==> src/rtl/multicycle_control_fsm.sv <==
// -----------------------------------------------------------------------------
// multicycle_control_fsm
//
// Main Moore controller for the 32-bit multi-cycle MIPS datapath. It sequences
// each instruction through fetch, decode, execute, memory and write-back over
// 2 to 5 cycles. It drives every mux select and write enable of the datapath,
// and it contains the ALU decoder.
//
// Ports
//   CLK         in   system clock, rising edge
//   Reset       in   asynchronous, active-high reset
//   Op[5:0]     in   IR[31:26] opcode
//   Funct[5:0]  in   IR[5:0] function field (R-type)
//   Zero        in   ALU result == 0
//   IorD        out  memory address select (0 = PC, 1 = ALUOut)
//   MemWrite    out  memory write enable
//   IRWrite     out  instruction register load
//   RegDst      out  write register select (0 = rt, 1 = rd)
//   MemtoReg    out  register write data select (0 = ALUOut, 1 = MDR)
//   RegWrite    out  register file write enable
//   ALUSrcA     out  ALU A select (0 = PC, 1 = A)
//   ALUSrcB     out  ALU B select (00 B, 01 4, 10 SignImm, 11 SignImm<<2)
//   PCSrc[1:0]  out  PC source (00 ALUResult, 01 ALUOut, 10 jump target)
//   PCEn        out  PC load enable
//   ALUControl  out  010 add, 110 sub, 000 and, 001 or, 111 slt
//   InstrDone   out  high in the final state of each instruction
//   State[3:0]  out  current state code (debug)
//
// Build option
//   CTRL_BNE_EN  When defined, opcode 000101 (bne) shares the BREXEC state with
//                beq. A flag registered in DECODE inverts the branch condition.
//                When undefined, 000101 is an undefined opcode (2-cycle NOP).
// -----------------------------------------------------------------------------
module multicycle_control_fsm (
    input  logic       CLK,
    input  logic       Reset,
    input  logic [5:0] Op,
    input  logic [5:0] Funct,
    input  logic       Zero,
    output logic       IorD,
    output logic       MemWrite,
    output logic       IRWrite,
    output logic       RegDst,
    output logic       MemtoReg,
    output logic       RegWrite,
    output logic       ALUSrcA,
    output logic [1:0] ALUSrcB,
    output logic [1:0] PCSrc,
    output logic       PCEn,
    output logic [2:0] ALUControl,
    output logic       InstrDone,
    output logic [3:0] State
);

    typedef enum logic [3:0] {
        S_FETCH  = 4'd0,
        S_DECODE = 4'd1,
        S_MEMADR = 4'd2,
        S_MEMRD  = 4'd3,
        S_MEMWB  = 4'd4,
        S_MEMWR  = 4'd5,
        S_REXEC  = 4'd6,
        S_RWB    = 4'd7,
        S_BREXEC = 4'd8,
        S_ADDIEX = 4'd9,
        S_ADDIWB = 4'd10,
        S_JEX    = 4'd11
    } state_t;

    typedef enum logic [1:0] {
        ALUOP_ADD   = 2'd0,
        ALUOP_SUB   = 2'd1,
        ALUOP_FUNCT = 2'd2
    } aluop_t;

    localparam logic [5:0] OP_RTYPE = 6'b000000;
    localparam logic [5:0] OP_LW    = 6'b100011;
    localparam logic [5:0] OP_SW    = 6'b101011;
    localparam logic [5:0] OP_BEQ   = 6'b000100;
    localparam logic [5:0] OP_BNE   = 6'b000101;
    localparam logic [5:0] OP_ADDI  = 6'b001000;
    localparam logic [5:0] OP_J     = 6'b000010;

    localparam logic [2:0] ALU_ADD = 3'b010;
    localparam logic [2:0] ALU_SUB = 3'b110;
    localparam logic [2:0] ALU_AND = 3'b000;
    localparam logic [2:0] ALU_OR  = 3'b001;
    localparam logic [2:0] ALU_SLT = 3'b111;

    // ALU decoder: unknown funct codes fall back to add.
    function automatic logic [2:0] alu_decode(input aluop_t aluop, input logic [5:0] funct);
        logic [2:0] ctl;
        case (aluop)
            ALUOP_ADD: ctl = ALU_ADD;
            ALUOP_SUB: ctl = ALU_SUB;
            ALUOP_FUNCT: begin
                case (funct)
                    6'b100000: ctl = ALU_ADD;
                    6'b100010: ctl = ALU_SUB;
                    6'b100100: ctl = ALU_AND;
                    6'b100101: ctl = ALU_OR;
                    6'b101010: ctl = ALU_SLT;
                    default:   ctl = ALU_ADD;
                endcase
            end
            default: ctl = ALU_ADD;
        endcase
        return ctl;
    endfunction

    // Opcodes that are treated as branches in BREXEC.
    function automatic logic is_branch_op(input logic [5:0] op);
`ifdef CTRL_BNE_EN
        return (op == OP_BEQ) || (op == OP_BNE);
`else
        return (op == OP_BEQ);
`endif
    endfunction

    // Execute state chosen from DECODE; S_FETCH marks an undefined opcode.
    function automatic state_t decode_next(input logic [5:0] op);
        state_t nxt;
        if ((op == OP_LW) || (op == OP_SW)) begin
            nxt = S_MEMADR;
        end else if (op == OP_RTYPE) begin
            nxt = S_REXEC;
        end else if (is_branch_op(op)) begin
            nxt = S_BREXEC;
        end else if (op == OP_ADDI) begin
            nxt = S_ADDIEX;
        end else if (op == OP_J) begin
            nxt = S_JEX;
        end else begin
            nxt = S_FETCH;
        end
        return nxt;
    endfunction

    state_t state_q;
    state_t state_d;

    // -------------------------------------------------------------------------
    // State register
    // -------------------------------------------------------------------------
    always_ff @(posedge CLK or posedge Reset) begin
        if (Reset) begin
            state_q <= S_FETCH;
        end else begin
            state_q <= state_d;
        end
    end

    // -------------------------------------------------------------------------
    // Branch polarity flag (bne support)
    // -------------------------------------------------------------------------
    logic branch_cond;

`ifdef CTRL_BNE_EN
    logic bne_q;
    logic bne_d;

    // Captured in DECODE so BREXEC can tell bne from beq without re-decoding.
    always_comb begin
        bne_d = bne_q;
        if (state_q == S_DECODE) begin
            bne_d = (Op == OP_BNE);
        end
    end

    always_ff @(posedge CLK or posedge Reset) begin
        if (Reset) begin
            bne_q <= 1'b0;
        end else begin
            bne_q <= bne_d;
        end
    end

    assign branch_cond = Zero ^ bne_q;
`else
    assign branch_cond = Zero;
`endif

    // -------------------------------------------------------------------------
    // Next-state logic
    // -------------------------------------------------------------------------
    always_comb begin
        state_d = S_FETCH;
        case (state_q)
            S_FETCH:  state_d = S_DECODE;
            S_DECODE: state_d = decode_next(Op);
            S_MEMADR: state_d = (Op == OP_LW) ? S_MEMRD : S_MEMWR;
            S_MEMRD:  state_d = S_MEMWB;
            S_MEMWB:  state_d = S_FETCH;
            S_MEMWR:  state_d = S_FETCH;
            S_REXEC:  state_d = S_RWB;
            S_RWB:    state_d = S_FETCH;
            S_BREXEC: state_d = S_FETCH;
            S_ADDIEX: state_d = S_ADDIWB;
            S_ADDIWB: state_d = S_FETCH;
            S_JEX:    state_d = S_FETCH;
            default:  state_d = S_FETCH;   // codes 12..15 recover to FETCH
        endcase
    end

    // -------------------------------------------------------------------------
    // Moore outputs (raw, before reset gating)
    // -------------------------------------------------------------------------
    logic   iord_c;
    logic   memwrite_c;
    logic   irwrite_c;
    logic   regdst_c;
    logic   memtoreg_c;
    logic   regwrite_c;
    logic   alusrca_c;
    logic   [1:0] alusrcb_c;
    logic   [1:0] pcsrc_c;
    logic   pcwrite_c;
    logic   branch_c;
    logic   done_c;
    aluop_t aluop_c;

    always_comb begin
        iord_c     = 1'b0;
        memwrite_c = 1'b0;
        irwrite_c  = 1'b0;
        regdst_c   = 1'b0;
        memtoreg_c = 1'b0;
        regwrite_c = 1'b0;
        alusrca_c  = 1'b0;
        alusrcb_c  = 2'b00;
        pcsrc_c    = 2'b00;
        pcwrite_c  = 1'b0;
        branch_c   = 1'b0;
        done_c     = 1'b0;
        aluop_c    = ALUOP_ADD;

        case (state_q)
            S_FETCH: begin
                iord_c    = 1'b0;
                irwrite_c = 1'b1;
                alusrca_c = 1'b0;
                alusrcb_c = 2'b01;
                aluop_c   = ALUOP_ADD;
                pcsrc_c   = 2'b00;
                pcwrite_c = 1'b1;
            end
            S_DECODE: begin
                // ALU precomputes PC+4 + (SignImm<<2) for a possible branch.
                alusrca_c = 1'b0;
                alusrcb_c = 2'b11;
                aluop_c   = ALUOP_ADD;
                // Undefined opcodes retire here as a NOP.
                done_c    = (decode_next(Op) == S_FETCH);
            end
            S_MEMADR: begin
                alusrca_c = 1'b1;
                alusrcb_c = 2'b10;
                aluop_c   = ALUOP_ADD;
            end
            S_MEMRD: begin
                iord_c = 1'b1;
            end
            S_MEMWB: begin
                regdst_c   = 1'b0;
                memtoreg_c = 1'b1;
                regwrite_c = 1'b1;
                done_c     = 1'b1;
            end
            S_MEMWR: begin
                iord_c     = 1'b1;
                memwrite_c = 1'b1;
                done_c     = 1'b1;
            end
            S_REXEC: begin
                alusrca_c = 1'b1;
                alusrcb_c = 2'b00;
                aluop_c   = ALUOP_FUNCT;
            end
            S_RWB: begin
                regdst_c   = 1'b1;
                memtoreg_c = 1'b0;
                regwrite_c = 1'b1;
                done_c     = 1'b1;
            end
            S_BREXEC: begin
                alusrca_c = 1'b1;
                alusrcb_c = 2'b00;
                aluop_c   = ALUOP_SUB;
                pcsrc_c   = 2'b01;
                branch_c  = 1'b1;
                done_c    = 1'b1;
            end
            S_ADDIEX: begin
                alusrca_c = 1'b1;
                alusrcb_c = 2'b10;
                aluop_c   = ALUOP_ADD;
            end
            S_ADDIWB: begin
                regdst_c   = 1'b0;
                memtoreg_c = 1'b0;
                regwrite_c = 1'b1;
                done_c     = 1'b1;
            end
            S_JEX: begin
                pcsrc_c   = 2'b10;
                pcwrite_c = 1'b1;
                done_c    = 1'b1;
            end
            default: begin
                // Illegal codes: everything stays at its default of 0.
            end
        endcase
    end

    // -------------------------------------------------------------------------
    // Output drive
    // -------------------------------------------------------------------------
    // Write enables and InstrDone are gated by Reset so that no write can pulse
    // while reset is asserted, even before the asynchronous clear settles the
    // state register. Selects simply follow the (FETCH) state.
    assign IorD       = iord_c;
    assign RegDst     = regdst_c;
    assign MemtoReg   = memtoreg_c;
    assign ALUSrcA    = alusrca_c;
    assign ALUSrcB    = alusrcb_c;
    assign PCSrc      = pcsrc_c;
    assign ALUControl = alu_decode(aluop_c, Funct);
    assign State      = state_q;

    assign MemWrite  = memwrite_c & ~Reset;
    assign IRWrite   = irwrite_c  & ~Reset;
    assign RegWrite  = regwrite_c & ~Reset;
    assign InstrDone = done_c     & ~Reset;
    assign PCEn      = (pcwrite_c | (branch_c & branch_cond)) & ~Reset;

endmodule

==> config.mk <==
export PLATFORM = sky130hd
export DESIGN_NAME = multicycle_control_fsm
export DESIGN_NICKNAME = d
export VERILOG_FILES = /design/src/rtl/multicycle_control_fsm.sv
export SDC_FILE = /design/constraint.sdc
export NUM_CORES = 1
export LEC_CHECK = 0
export BUFFER_PORTS_ARGS = -buffer_cell sky130_fd_sc_hd__buf_2
export CORE_MARGIN = 2
export CORE_UTILIZATION = 37
export DETAILED_ROUTE_END_ITERATION = 8
export GPL_TIMING_DRIVEN = 0
export HOLD_SLACK_MARGIN = 0.08
export PLACE_DENSITY_LB_ADDON = 0.1
export RECOVER_POWER = 100
export SETUP_SLACK_MARGIN = 0.4
export SYNTH_ARGS = -nofsm -noshare
export SYNTH_HDL_FRONTEND = slang
export SYNTH_SLANG_ARGS = --single-unit
==> constraint.sdc <==
create_clock -name CLK -period 1.6 [get_ports CLK]
set_input_delay 0.08 -clock CLK [delete_from_list [all_inputs] [get_ports CLK]]
set_output_delay 0.08 -clock CLK [all_outputs]
set_load 0.02 [all_outputs]
==> impl_metrics.toml, run 1 <==
[die]
num_rows = 14
die_w_um = 43.4
initial_core_util = 0.389
die_height_um = 43.4
pin_count = 35

[clock_network]
maximum_number_of_buffers_from_clock_root_to_sink = 2
cts_root_buf = "sky130_fd_sc_hd__clkbuf_4"
clkSinkCount = 4
htree_levels = 1
cts-buffers-inserted = 3

[yosys]
synth_area_leaders = "sky130_fd_sc_hd__dfrtp_1 (17%), sky130_fd_sc_hd__nor3_1 (7.0%), sky130_fd_sc_hd__nor2_1 (6.6%)"
syn_inst = 80
number_of_synthesized_flops_with_an_enable_pin = 0
postSynthRegisterBits = 4
avgSynthCellArea_um2 = 7.16
fraction_of_registers_with_async_set_or_reset_after_synthesis = 1.00
ys_top_cells_by_count = "sky130_fd_sc_hd__nor2_1 (10), sky130_fd_sc_hd__nor3_1 (8), sky130_fd_sc_hd__inv_1 (7)"
synth_sequential_area_ratio = 0.175
synth_top_cell_area_share = 0.175
synth_warnings = 0
yosysMostFrequentCell = "sky130_fd_sc_hd__nor2_1"
post_synth_instance_area_um2 = 573
synth_area_leader_cell = "sky130_fd_sc_hd__dfrtp_1"
dominantRegCellSynth = "sky130_fd_sc_hd__dfrtp_1"
ys_types = 37
synth_nets = 97

[status]
stop_stage = "global routing (5_1_grt)"
status = "stopped before the end"
tool.error = "[ERROR DPL-0038] Utilization greater than 100%, impossible to legalize"

[timing]
endpoint_with_the_least_setup_slack_after_the_last_global_route_repair = "ALUControl[2]"
timing.worst_endpoint.kind = "top-level output"

[placement]
gp_routability_congestion = 0.745
dp.cells = 130
hpwlAfterDp_mm = 1.27
io_buffer_count = 34
post-place-ws_ns = -0.264

[global_routing]
grt_start_max_net_pins = 11
[cells by family after synthesis]
kind of cell	Yosys count	synth area share
fa+ha+maj	2	0.0437
simple gates	41	0.404
compound gates	18	0.234
mux	1	0.0196
buf+inv	11	0.0786
xor+xnor	3	0.0459
flops	4	0.175
[metrics by stage]
step / utilization / instance area, µm²
CTS: 0.913 / 1340
global placement: 0.613 / 902
floorplan: - / 712
detailed placement: 0.613 / 902
[what timing repair did]
action,CTS
hold buffers,1
gates resized for setup,64
pin swaps,14
endpoints found under the hold margin,4
setup endpoints to repair,17
buffers inserted,18
==> inputs of run 2 (changes only) <==
CORE_AREA = 2 2 63 65   (was unset)
CORE_MARGIN = unset   (was 2)
CORE_UTILIZATION = unset   (was 37)
DIE_AREA = 0 0 65 67   (was unset)
HOLD_SLACK_MARGIN = unset   (was 0.08)
PLACE_DENSITY_LB_ADDON = 0.15   (was 0.1)
SETUP_SLACK_MARGIN = unset   (was 0.4)
clock period = 2.1 ns   (was 1.6 ns; I/O delays follow)
==> run 2 against run 1 <==
Effect of this change:
- the run now ends clean
- area after synthesis unchanged
- synthesized cell count unchanged
==> impl_metrics.toml, run 2 <==
[cells_and_area]
largest_register_ff_count = 4
finalNetCount = 139
fillers = 419
drive_above_1_share = 0.317
leading_cell_type_in_the_layout_fill_and_taps_excluded = "sky130_fd_sc_hd__buf_2"
area_growth_pct = 54.8
final_area_um2 = 887
ff_latch_area_um2 = 103
antenna_cells = 0
fin_util = 0.246
multi_input_comb_area_um2 = 454
mostFrequentLayoutCells = "sky130_fd_sc_hd__buf_2 (18), sky130_fd_sc_hd__clkbuf_1 (17), sky130_fd_sc_hd__nor2_1 (10)"

[power]
ir_drop_mv = 0.187
cellLeakagePower_nw = 0.342
p_total_mw = 0.698
p_per_area_nw_per_um2 = 787

[setup_path]
worst_r2r_path_depth = 3
crit_required_ns = 2.00
critPathKind = "reg -> out"
startpoint_type = "flop"
r2r_setup_slack_ns = 0.63
cp-end-kind = "output pin"
cp.arrival_ns = 1.91
path_max_fanout = 10
crit_path_start = "State[1]"
crit-reg2reg-capture = "State[2]"
r2r-start = "State[3]"

[timing]
report.final.slew_viol_count = 0
hold_violations = 0
layout_worst_path_cycle_share = 0.961
timing.hold.ws_ns = 0.279
min_tclk_post_route_ns = 2.02
max_slew.worst_pin.slew_ns = 0.503
report.final.setup_viol = 0
achievable-frequency_mhz = 495
timing.final.ws_setup_ns = 0.0810
finalClockSkew_ns = 0.0000571
max_slew_margin = 0.656

[yosys]
yosysMostFrequentCell = "sky130_fd_sc_hd__nor2_1"
avgSynthCellArea_um2 = 7.16
fraction_of_registers_with_async_set_or_reset_after_synthesis = 1.00
synthAdderAreaFrac = 0.0437
postSynthRegisterBits = 4
synth_sequential_area_ratio = 0.175
ys_top_cells_by_count = "sky130_fd_sc_hd__nor2_1 (10), sky130_fd_sc_hd__nor3_1 (8), sky130_fd_sc_hd__inv_1 (7)"
number_of_synthesized_flops_with_an_enable_pin = 0
largest_family_of_logic_cells_by_synthesized_area = "simple AND/OR/NAND/NOR gates"
synth_compound_area_frac = 0.234
synth_area_leaders = "sky130_fd_sc_hd__dfrtp_1 (17%), sky130_fd_sc_hd__nor3_1 (7.0%), sky130_fd_sc_hd__nor2_1 (6.6%)"
ys_types = 37
dominantRegCellSynth = "sky130_fd_sc_hd__dfrtp_1"
synth_area_leader_cell = "sky130_fd_sc_hd__dfrtp_1"
post_synth_instance_area_um2 = 573
simple_gate_share_of_the_synthesized_area = 0.404
syn_inst = 80
synth_top_cell_area_share = 0.175
synth_xor_area_frac = 0.0459
synth.mux.area_fraction = 0.0197
synth_warnings = 0
synth_nets = 97

[detailed_routing]
routed_wirelength_mm = 1.86
detail_route.first_pass.iterations = 4
postRouteAntennaNets = 0
post_drt_via_cell_ratio = 4.27
detail_route.wl_per_cell_um = 11.1
drc = 0
first_iter_violations = 10
vias = 718

[placement]
placedInstanceArea_um2 = 803
hpwlAfterDp_mm = 1.54
io_buffer_count = 34
post-place-ws_ns = 0.144
gp_routability_congestion = 0.715

[die]
initial_core_util = 0.159
floorplan.core_area_um2 = 3610
num_rows = 22
floorplan.die_area_um2 = 4360
die_height_um = 67
die_w_um = 65
pin_count = 35

[clock_network]
clkSinkCount = 4
worstSkewPairLatency_ns = 0.21
clk_pin_slew_worst_paths_ns = 0.03
cts-buffers-inserted = 3
cts_root_buf = "sky130_fd_sc_hd__clkbuf_8"
htree_levels = 1
tritoncts = "yes"
maximum_number_of_buffers_from_clock_root_to_sink = 2

[global_routing]
grt_start_max_net_pins = 11
grt_overflow_total = 0
grt_first_pass_wirelength_mm = 2.92
grt_antenna_before_repair = 0
via_count_of_the_first_global_routing_pass = 668
grt_use_total = 0.0845

[hold_path]
hold_path_depth = 4
hold_path_startpoint = "Op[5]"
worst_hold_path.endpoint = "State[0]"
worst_hold_path_type = "in -> reg"

[status]
status = "completed"

[job]
count_of_max_cap_constraint_violations = 0
[run 2: cell counts after synthesis]
Identical to the previous run, type by type.
[run 2: metrics by stage]
step,setup TNS [ns],cells
finish,0,168
global route,-0.00579,168
CTS,0,166
detailed placement,0,162
global placement,0,162
floorplan,0,80
[run 2: layer usage]
metal,vias up,track usage,wire length [µm]
li1,371,-,-
met1,325,0.0981,809
met5,-,0,0
met3,0,0.0118,118
met2,22,0.156,933
met4,0,0.0319,0
[run 2: final cells by class]
type,instances,share of cell area
Sequential cell,4,0.116
Clock buffer,3,0.0465
Timing Repair Buffer,37,0.197
Inverter,7,0.0296
Buffer,4,0.0310
Multi-Input combinational cell,65,0.512
Tap cell,48,0.0677
[run 2: how the worst max path moves through the flow]
stage | endpoint | slack (ns) | cells past startpoint
6_report | ALUControl[2] | 0.08 | 6
5_1_grt | ALUControl[2] | -0.005 | 7
4_1_cts | ALUControl[2] | 0.02 | 7
3_5_place_dp | ALUControl[2] | 0.14 | 6
3_3_place_gp | ALUControl[2] | 0.16 | 6
2_1_floorplan | ALUControl[2] | 0.09 | 5
[run 2: critical path, stage by stage, from the launching register on]
cell,delay (ns)
sky130_fd_sc_hd__dfrtp_1,0.41
sky130_fd_sc_hd__buf_4,0.19
sky130_fd_sc_hd__or3_4,0.39
sky130_fd_sc_hd__ha_4,0.23
sky130_fd_sc_hd__nand3b_1,0.17
sky130_fd_sc_hd__o22ai_1,0.15
sky130_fd_sc_hd__buf_4,0.16
[run 2: report_power, final]
group | switching [mW] | internal (mW)
logic | 0.264 | 0.159
registers | 0.0222 | 0.0973
clock network | 0.0344 | 0.122
total | 0.320 | 0.378
[run 2: logic make-up (layout without fill, tap and decap cells)]
| family | after synthesis | count (layout) |
|---|---|---|
| simple gates | 41 | 41 |
| mux | 1 | 1 |
| xor+xnor | 3 | 3 |
| flops | 4 | 4 |
| buf+inv | 11 | 51 |
| compound gates | 18 | 18 |
| fa+ha+maj | 2 | 2 |
[run 2: what timing repair did]
item / CTS / global route
setup buffers: 0 / 2
hold buffers: 1 / 0
resized for setup: 9 / 3
endpoints found under the setup margin: 3 / 2
cloned: 0 / 0
pin swaps: 1 / 0
endpoints found under the hold margin: 4 / 0
Note: power is estimated with default switching activity, not from simulation.
